File: src/rtl/pipeline_flow_ctrl_pkg.sv
// Shared definitions for the pipeline flow controller: FSM state encoding and
// the default HALT drain length.
package pipeline_flow_ctrl_pkg;

   typedef enum logic [1:0] {
      ST_HALTED = 2'd0,
      ST_RUN    = 2'd1,
      ST_STEP   = 2'd2,
      ST_DRAIN  = 2'd3
   } flow_state_e;

   localparam int DRAIN_CYCLES_DEF = 4;
   localparam int DRAIN_CNT_W      = 4;

   // Drain counter start value; the state holds for cnt+1 cycles.
   function automatic logic [DRAIN_CNT_W-1:0] drain_load(input int cycles);
      return DRAIN_CNT_W'(cycles - 1);
   endfunction

endpackage

File: src/rtl/pipeline_flow_ctrl_sat_counter.sv
// Saturating up-counter with synchronous clear; clear beats increment.
module sat_counter #(
   parameter int WIDTH = 32
) (
   input  logic             clk,
   input  logic             rst_n,
   input  logic             inc_i,
   input  logic             clr_i,
   output logic [WIDTH-1:0] count_o
);

   logic [WIDTH-1:0] count_q, count_d;

   always_comb begin
      count_d = count_q;
      if (clr_i)
         count_d = '0;
      else if (inc_i && (count_q != {WIDTH{1'b1}}))
         count_d = count_q + WIDTH'(1);
   end

   always_ff @(posedge clk) begin
      if (!rst_n)
         count_q <= '0;
      else
         count_q <= count_d;
   end

   assign count_o = count_q;

endmodule

File: src/rtl/pipeline_flow_ctrl.sv
// Pipeline flow controller: stage enables, flush/bubble and the debug
// run/step/halt/drain FSM. Statistics counters exist only with STALL_STATS_EN.
module pipeline_flow_ctrl
   import pipeline_flow_ctrl_pkg::*;
#(
   parameter int DATA_WIDTH   = 32,
   parameter int DRAIN_CYCLES = DRAIN_CYCLES_DEF
) (
   input  logic                  clk,
   input  logic                  rst_n,
   input  logic                  stall_flag,
   input  logic                  reset_control_buses,
   input  logic                  branch_taken,
   input  logic                  halt_instr,
   input  logic                  dbg_run_req,
   input  logic                  dbg_step_req,
   input  logic                  dbg_halt_req,
   input  logic                  dbg_clear_stats,
   output logic                  pipe_enable,
   output logic                  pc_write_en,
   output logic                  ifid_write_en,
   output logic                  ifid_flush,
   output logic                  idex_bubble,
   output logic                  halted,
   output logic                  step_done,
   output logic [DATA_WIDTH-1:0] stall_count,
   output logic [DATA_WIDTH-1:0] flush_count,
   output logic [DATA_WIDTH-1:0] cycle_count
);

   flow_state_e            state_q;
   logic [DRAIN_CNT_W-1:0] drain_cnt_q;
   logic                   halted_q;
   logic                   step_done_q;

   always_ff @(posedge clk) begin
      if (!rst_n) begin
         state_q     <= ST_HALTED;
         drain_cnt_q <= '0;
         halted_q    <= 1'b1;
         step_done_q <= 1'b0;
      end else begin
         step_done_q <= 1'b0;
         case (state_q)
            ST_HALTED: begin
               if (dbg_run_req) begin
                  state_q  <= ST_RUN;
                  halted_q <= 1'b0;
               end else if (dbg_step_req) begin
                  state_q  <= ST_STEP;
                  halted_q <= 1'b0;
               end
            end
            ST_RUN: begin
               if (dbg_halt_req) begin
                  state_q  <= ST_HALTED;
                  halted_q <= 1'b1;
               end else if (halt_instr) begin
                  state_q     <= ST_DRAIN;
                  drain_cnt_q <= drain_load(DRAIN_CYCLES);
               end
            end
            // Debug requests are deliberately not looked at during a step.
            ST_STEP: begin
               if (halt_instr) begin
                  state_q     <= ST_DRAIN;
                  drain_cnt_q <= drain_load(DRAIN_CYCLES);
               end else begin
                  state_q     <= ST_HALTED;
                  halted_q    <= 1'b1;
                  step_done_q <= 1'b1;
               end
            end
            ST_DRAIN: begin
               if (dbg_halt_req || (drain_cnt_q == '0)) begin
                  state_q  <= ST_HALTED;
                  halted_q <= 1'b1;
               end else begin
                  drain_cnt_q <= drain_cnt_q - DRAIN_CNT_W'(1);
               end
            end
            default: begin
               state_q  <= ST_HALTED;
               halted_q <= 1'b1;
            end
         endcase
      end
   end

   // Zero-latency qualifiers: a stall blocks the fetch side and overrides a
   // simultaneous branch flush, which simply re-resolves next cycle.
   always_comb begin
      pipe_enable   = 1'b0;
      pc_write_en   = 1'b0;
      ifid_write_en = 1'b0;
      ifid_flush    = 1'b0;
      idex_bubble   = 1'b0;
      case (state_q)
         ST_RUN, ST_STEP: begin
            pipe_enable   = 1'b1;
            pc_write_en   = !stall_flag;
            ifid_write_en = !stall_flag;
            ifid_flush    = branch_taken && !stall_flag;
            idex_bubble   = stall_flag || reset_control_buses;
         end
         ST_DRAIN: begin
            pipe_enable   = 1'b1;
            ifid_flush    = 1'b1;
            idex_bubble   = stall_flag || reset_control_buses;
         end
         default: ;
      endcase
   end

   assign halted    = halted_q;
   assign step_done = step_done_q;

`ifdef STALL_STATS_EN
   logic stall_inc;
   assign stall_inc = idex_bubble && stall_flag;

   sat_counter #(.WIDTH(DATA_WIDTH)) u_stall_cnt (
      .clk     (clk),
      .rst_n   (rst_n),
      .inc_i   (stall_inc),
      .clr_i   (dbg_clear_stats),
      .count_o (stall_count)
   );

   sat_counter #(.WIDTH(DATA_WIDTH)) u_flush_cnt (
      .clk     (clk),
      .rst_n   (rst_n),
      .inc_i   (ifid_flush),
      .clr_i   (dbg_clear_stats),
      .count_o (flush_count)
   );

   sat_counter #(.WIDTH(DATA_WIDTH)) u_cycle_cnt (
      .clk     (clk),
      .rst_n   (rst_n),
      .inc_i   (pipe_enable),
      .clr_i   (dbg_clear_stats),
      .count_o (cycle_count)
   );
`else
   logic unused_stats;
   assign unused_stats = dbg_clear_stats;
   assign stall_count  = '0;
   assign flush_count  = '0;
   assign cycle_count  = '0;
`endif

endmodule

File: config.mk
export PLATFORM = sky130hd
export DESIGN_NAME = pipeline_flow_ctrl
export DESIGN_NICKNAME = d
export VERILOG_FILES = /design/src/rtl/pipeline_flow_ctrl_pkg.sv /design/src/rtl/pipeline_flow_ctrl_sat_counter.sv /design/src/rtl/pipeline_flow_ctrl.sv
export SDC_FILE = /design/constraint.sdc
export NUM_CORES = 1
export LEC_CHECK = 0
export BUFFER_PORTS_ARGS = -buffer_cell sky130_fd_sc_hd__buf_4
export CORE_ASPECT_RATIO = 0.9
export CORE_MARGIN = 2
export CORE_UTILIZATION = 41
export DETAILED_ROUTE_END_ITERATION = 10
export GPL_ROUTABILITY_DRIVEN = 0
export PLACE_DENSITY = 0.87
export SLEW_MARGIN = 20
export SYNTH_ARGS = -nofsm -noshare
export SYNTH_HDL_FRONTEND = slang
export SYNTH_SLANG_ARGS = --single-unit
export TNS_END_PERCENT = 5
File: constraint.sdc
create_clock -name clk -period 2.85 [get_ports clk]
set_clock_uncertainty 0.05 [all_clocks]
set_input_delay 0.57 -clock clk [delete_from_list [all_inputs] [get_ports clk]]
set_output_delay 0.57 -clock clk [all_outputs]
set_load 0.02 [all_outputs]
======== Word level (Yosys, flattened, before mapping) ========
Index checks and enable logic that the tools add are counted.
word-level totals
  register bits after elaboration ......... 8
  bits of input ports ..................... 10
  logic and storage cells ................. 50
cells by class
  equal/unequal tests ..................... 10
  add/subtract/negate cells ............... 1
  mux-type cells .......................... 22
  reduce and logical (&&, ||, !) cells .... 13
operator list
  kind                   count
  $mux W2                6
  $mux W4                3
  $pmux W4 S3            1
  $ne A2 B2 Y1 const B   5
  $mux W1                9
  $pmux W2 S4            1
  $ne A3 B3 Y1 const B   2
  $reduce_and A3 Y1      2
  $eq A2 B2 Y1 const B   2
  $logic_not A4 Y1       1
  $pmux W1 S4            1
  $reduce_and A4 Y1      1
  $sub A4 B1 Y4 const B  1
  $reduce_bool A3 Y1     1
  $reduce_or A3 Y1       1
  $eq A2 B1 Y1 const B   1
  $logic_not A2 Y1       1
  $logic_or A1 B1 Y1     2
  $pmux W1 S2            1
  $reduce_and A2 Y1      1
  $reduce_or A2 Y1       1
  $logic_and A1 B1 Y1    1
  $logic_not A1 Y1       1

======== Depth between registers and ports, before layout ========
  word-level depth ........................ 4
  depth in mapped cells ................... 6

======== Least setup slack after synthesis ========
OpenSTA, ideal clock, no wires.
  kind .................................... register to output
  start point ............................. register state_q[0]
  end point ............................... output port ifid_flush
  data arrival time ....................... 1.515 ns
  required time ........................... 2.230 ns
  cell stages (with the launch flop) ...... 6
  buffers on the path ..................... 0
  setup slack ............................. 0.715 ns
  cell sequence ........................... dfxtp_1 -> inv_1 -> ha_1 -> nor2b_1 -> a21oi_1 -> nor2_1
between the ends
  cells in the longest elaborated chain, start to end .. 3
RTL lines
  element                                              line                      RTL
  from (decl)                                          pipeline_flow_ctrl.sv:31  flow_state_e state_q;
  from (signal assigned)                               pipeline_flow_ctrl.sv:38  state_q <= ST_HALTED;
  from (signal assigned)                               pipeline_flow_ctrl.sv:47  state_q <= ST_RUN;
  from (signal assigned)                               pipeline_flow_ctrl.sv:50  state_q <= ST_STEP;
  $eq A2 B1 Y1 / $eq A2 B2 Y1 (equally long branches)  pipeline_flow_ctrl.sv:98  case (state_q)
  $reduce_or A2 Y1                                     --
  $pmux W1 S2 (*)                                      pipeline_flow_ctrl.sv:98
  to (decl)                                            pipeline_flow_ctrl.sv:22  output logic ifid_flush,
Every way passes the cells marked *; elsewhere a longest branch is shown, timed or not.

======== Worst setup path in the final report ========
Ends and elaborated chain as after synthesis.

==> reports/metrics.cfg <==
[route]
route.detailed.drc=0
vias=739
routedWlPerCell_um=7.12
via_per_inst=3.34
drt_first_pass_iters=4
drt_iter0_drc=28
drtAntennaViolNets=0
wl_mm=1.57

[yosys]
synth_top_cell_area_share=0.563
netlist_instances=165
synth_seq_area_share=0.124
synth_top_family_by_area=buffers and inverters
ys.warnings.count=0
synth_compound_area_frac=0.0522
synth.distinct_cells=29
yosys.area_share.simple=0.142
synth.area.top_cells=buf_4 56%, dfxtp_1 12%, ha_1 6.8%
mappedNetlistArea_mm2=0.00129
synth_mux_area_frac=0.0242
ys_ff_latch=8
syn_area_per_cell_um2=7.84
synth_adder_area_share=0.0677
synth_xor_xnor_area_share=0
synth_top_cell_by_area=buf_4

[pwr]
clkPwrFrac=0.114
leakagePower_nw=0.650
netSwitchingFraction=0.522
p_per_area_mw_per_mm2=731
p_switching_mw=0.420
combinationalPowerShare=0.671
power_mw=0.805
peakVddDrop_v=0.000147
internal-power_mw=0.385
seqPwrFrac=0.216

[cts]
htreeDepth=1
cts_buffers=3
cts_tree=done
cts_hold_buf=0
clk-insertion-delay-late_ps=260
cts_max_path_buffers=2
clkSinkCount=8
clkSlewWorstSetupHoldPaths_ps=60
cts_setup_buffers=0
post_cts_resized=0
clockRootBuffer=clkbuf_4

[job]
maxCapViolations=0

[critical_path]
worstPathRequired_ps=2230
worstPathMaxFanout=4
path_class=reg -> out
cp-start-kind=flip-flop
worst-r2r-cell-count=5
arrival_ps=1560
cp-end-kind=output pin

[layout]
fin_nets=198
ff_latch_area_um2=160
syn_to_final_growth_pct=-14.9
antenna_cells=0
drive_above_1_share=0.128
multiInputGateArea_um2=731
postLayoutCoreUtil=0.362
nFillCells=327

[place]
io_buffers=15
hpwl_mm=1.37

[min_path]
hp-class=reg -> reg
hold_path_depth=2

[floorplan]
row_count=19
dieHeight_um=57.3
die_x_um=63.2
start_util=0.425
fp.coreArea_mm2=0.00304
die_area_mm2=0.00362
io_pins=113

[global_route]
grt_pass1_vias=515
grt_first_pass_wirelength_mm=2.20
antenna_found_initial=0
grtUsageTotal=0.0772
grt.overflow.total=0
grt_max_degree=15

[sta]
rsz0062_at_grt=false
period_needed_ps=2180
period_share=0.766
hold_violations=0
drv_slew=0
max_freq_ghz=0.458
finalSetupTns_ps=0
setup_viol=0

[outcome]
status=finished, final reports clean

## layer usage
metal,up-vias,part of all wire,global-route usage
met1,318,0.36,0.0874
met4,0,0.013,0.0559
met2,57,0.48,0.125
li1,361,-,-
met5,-,0,0
met3,3,0.15,0.0237
## path summary, 6_finish.rpt
check / start / to / slack [ps]
setup / recovery: state_q[0] / ifid_flush / 670
hold / removal: drain_cnt_q[3] / drain_cnt_q[3] / 450
setup reg to reg: state_q[0] / drain_cnt_q[0] / 1010
hold reg to reg: drain_cnt_q[3] / drain_cnt_q[3] / 450
## cell usage after synthesis
cell type / number
o32ai_1: 1
o211ai_1: 1
nor2_1: 4
ha_1: 7
conb_1: 1
nand2_1: 8
buf_4: 97
a31o_1: 1
dfxtp_1: 8
or4b_4: 1
nand2b_1: 4
o221a_2: 1
nor3b_1: 1
nor2b_1: 1
nand3b_1: 3
mux2_2: 1
nor3b_2: 1
and3_4: 1
clkbuf_1: 1
inv_1: 6
nor3_1: 3
or3_1: 1
o22ai_1: 1
a21oi_1: 4
and3b_1: 1
nand3_1: 2
mux2i_1: 2
o21ai_1: 1
buf_2: 1
## power groups by stage
stage | logic [mW] | registers [mW] | clock network [mW]
final | 0.540 | 0.174 | 0.0914
after global routing | 0.594 | 0.177 | 0.101
after CTS | 0.541 | 0.173 | 0.0931
after detailed placement | 0.537 | 0.176 | 0
after global placement | 0.525 | 0.173 | 0
after floorplan | 0.510 | 0.177 | 0
## sequential cells by signal, indices dropped and copies added (netlist names)
| name | flops |
|---|---|
| drain_cnt_q | 4 |
| state_q | 2 |
| halted | 1 |
| step_done | 1 |
## area by class of cell
type | count | area share
Clock buffer | 3 | 0.0205
Multi-Input combinational cell | 147 | 0.664
Inverter | 6 | 0.0205
Timing Repair Buffer | 15 | 0.102
Sequential cell | 8 | 0.145
Tap cell | 42 | 0.0477
## logic make-up (layout without fill, tap and decap cells)
logic type               count (synthesis)  count (layout)
buffers and inverters                  105              24
flip-flops                               8               8
AO/OA/AOI/OAI                           10              10
adder cells (fa/ha/maj)                  7               7
multiplexers                             3               3
AND/OR/NAND/NOR                         31              31
other                                    1              96
## critical path, cell delays in order (launching register included)
cell	delay, ps
dfxtp_1	390
inv_1	100
ha_1	280
nor2b_1	200
a21oi_1	90
nor2_1	90
buf_4	140
## layout by cell type (no fill, tap or decap), types with 2 or more instances in the layout
cell      Yosys  layout
nand2_1       8       8
dfxtp_1       8       8
nor3_1        3       3
ha_1          7       7
nand3_1       2       2
a21oi_1       4       4
nor2_1        4       4
mux2i_1       2       2
nand3b_1      3       3
clkbuf_4      0       3
conb_1        1      96
inv_1         6       6
nand2b_1      4       4
buf_4        97      15
## through the flow
step | hold WS, ps | std cells | setup WS [ps] | area, um2
3_3_place_gp | 435 | 218 | 991 | 1080
6_report | 448 | 221 | 666 | 1100
5_1_grt | 482 | 221 | 522 | 1100
4_1_cts | 450 | 221 | 654 | 1100
2_1_floorplan | 418 | 260 | 715 | 1650
3_5_place_dp | 443 | 218 | 948 | 1080
No activity file was read; power rests on OpenSTA's default activity.
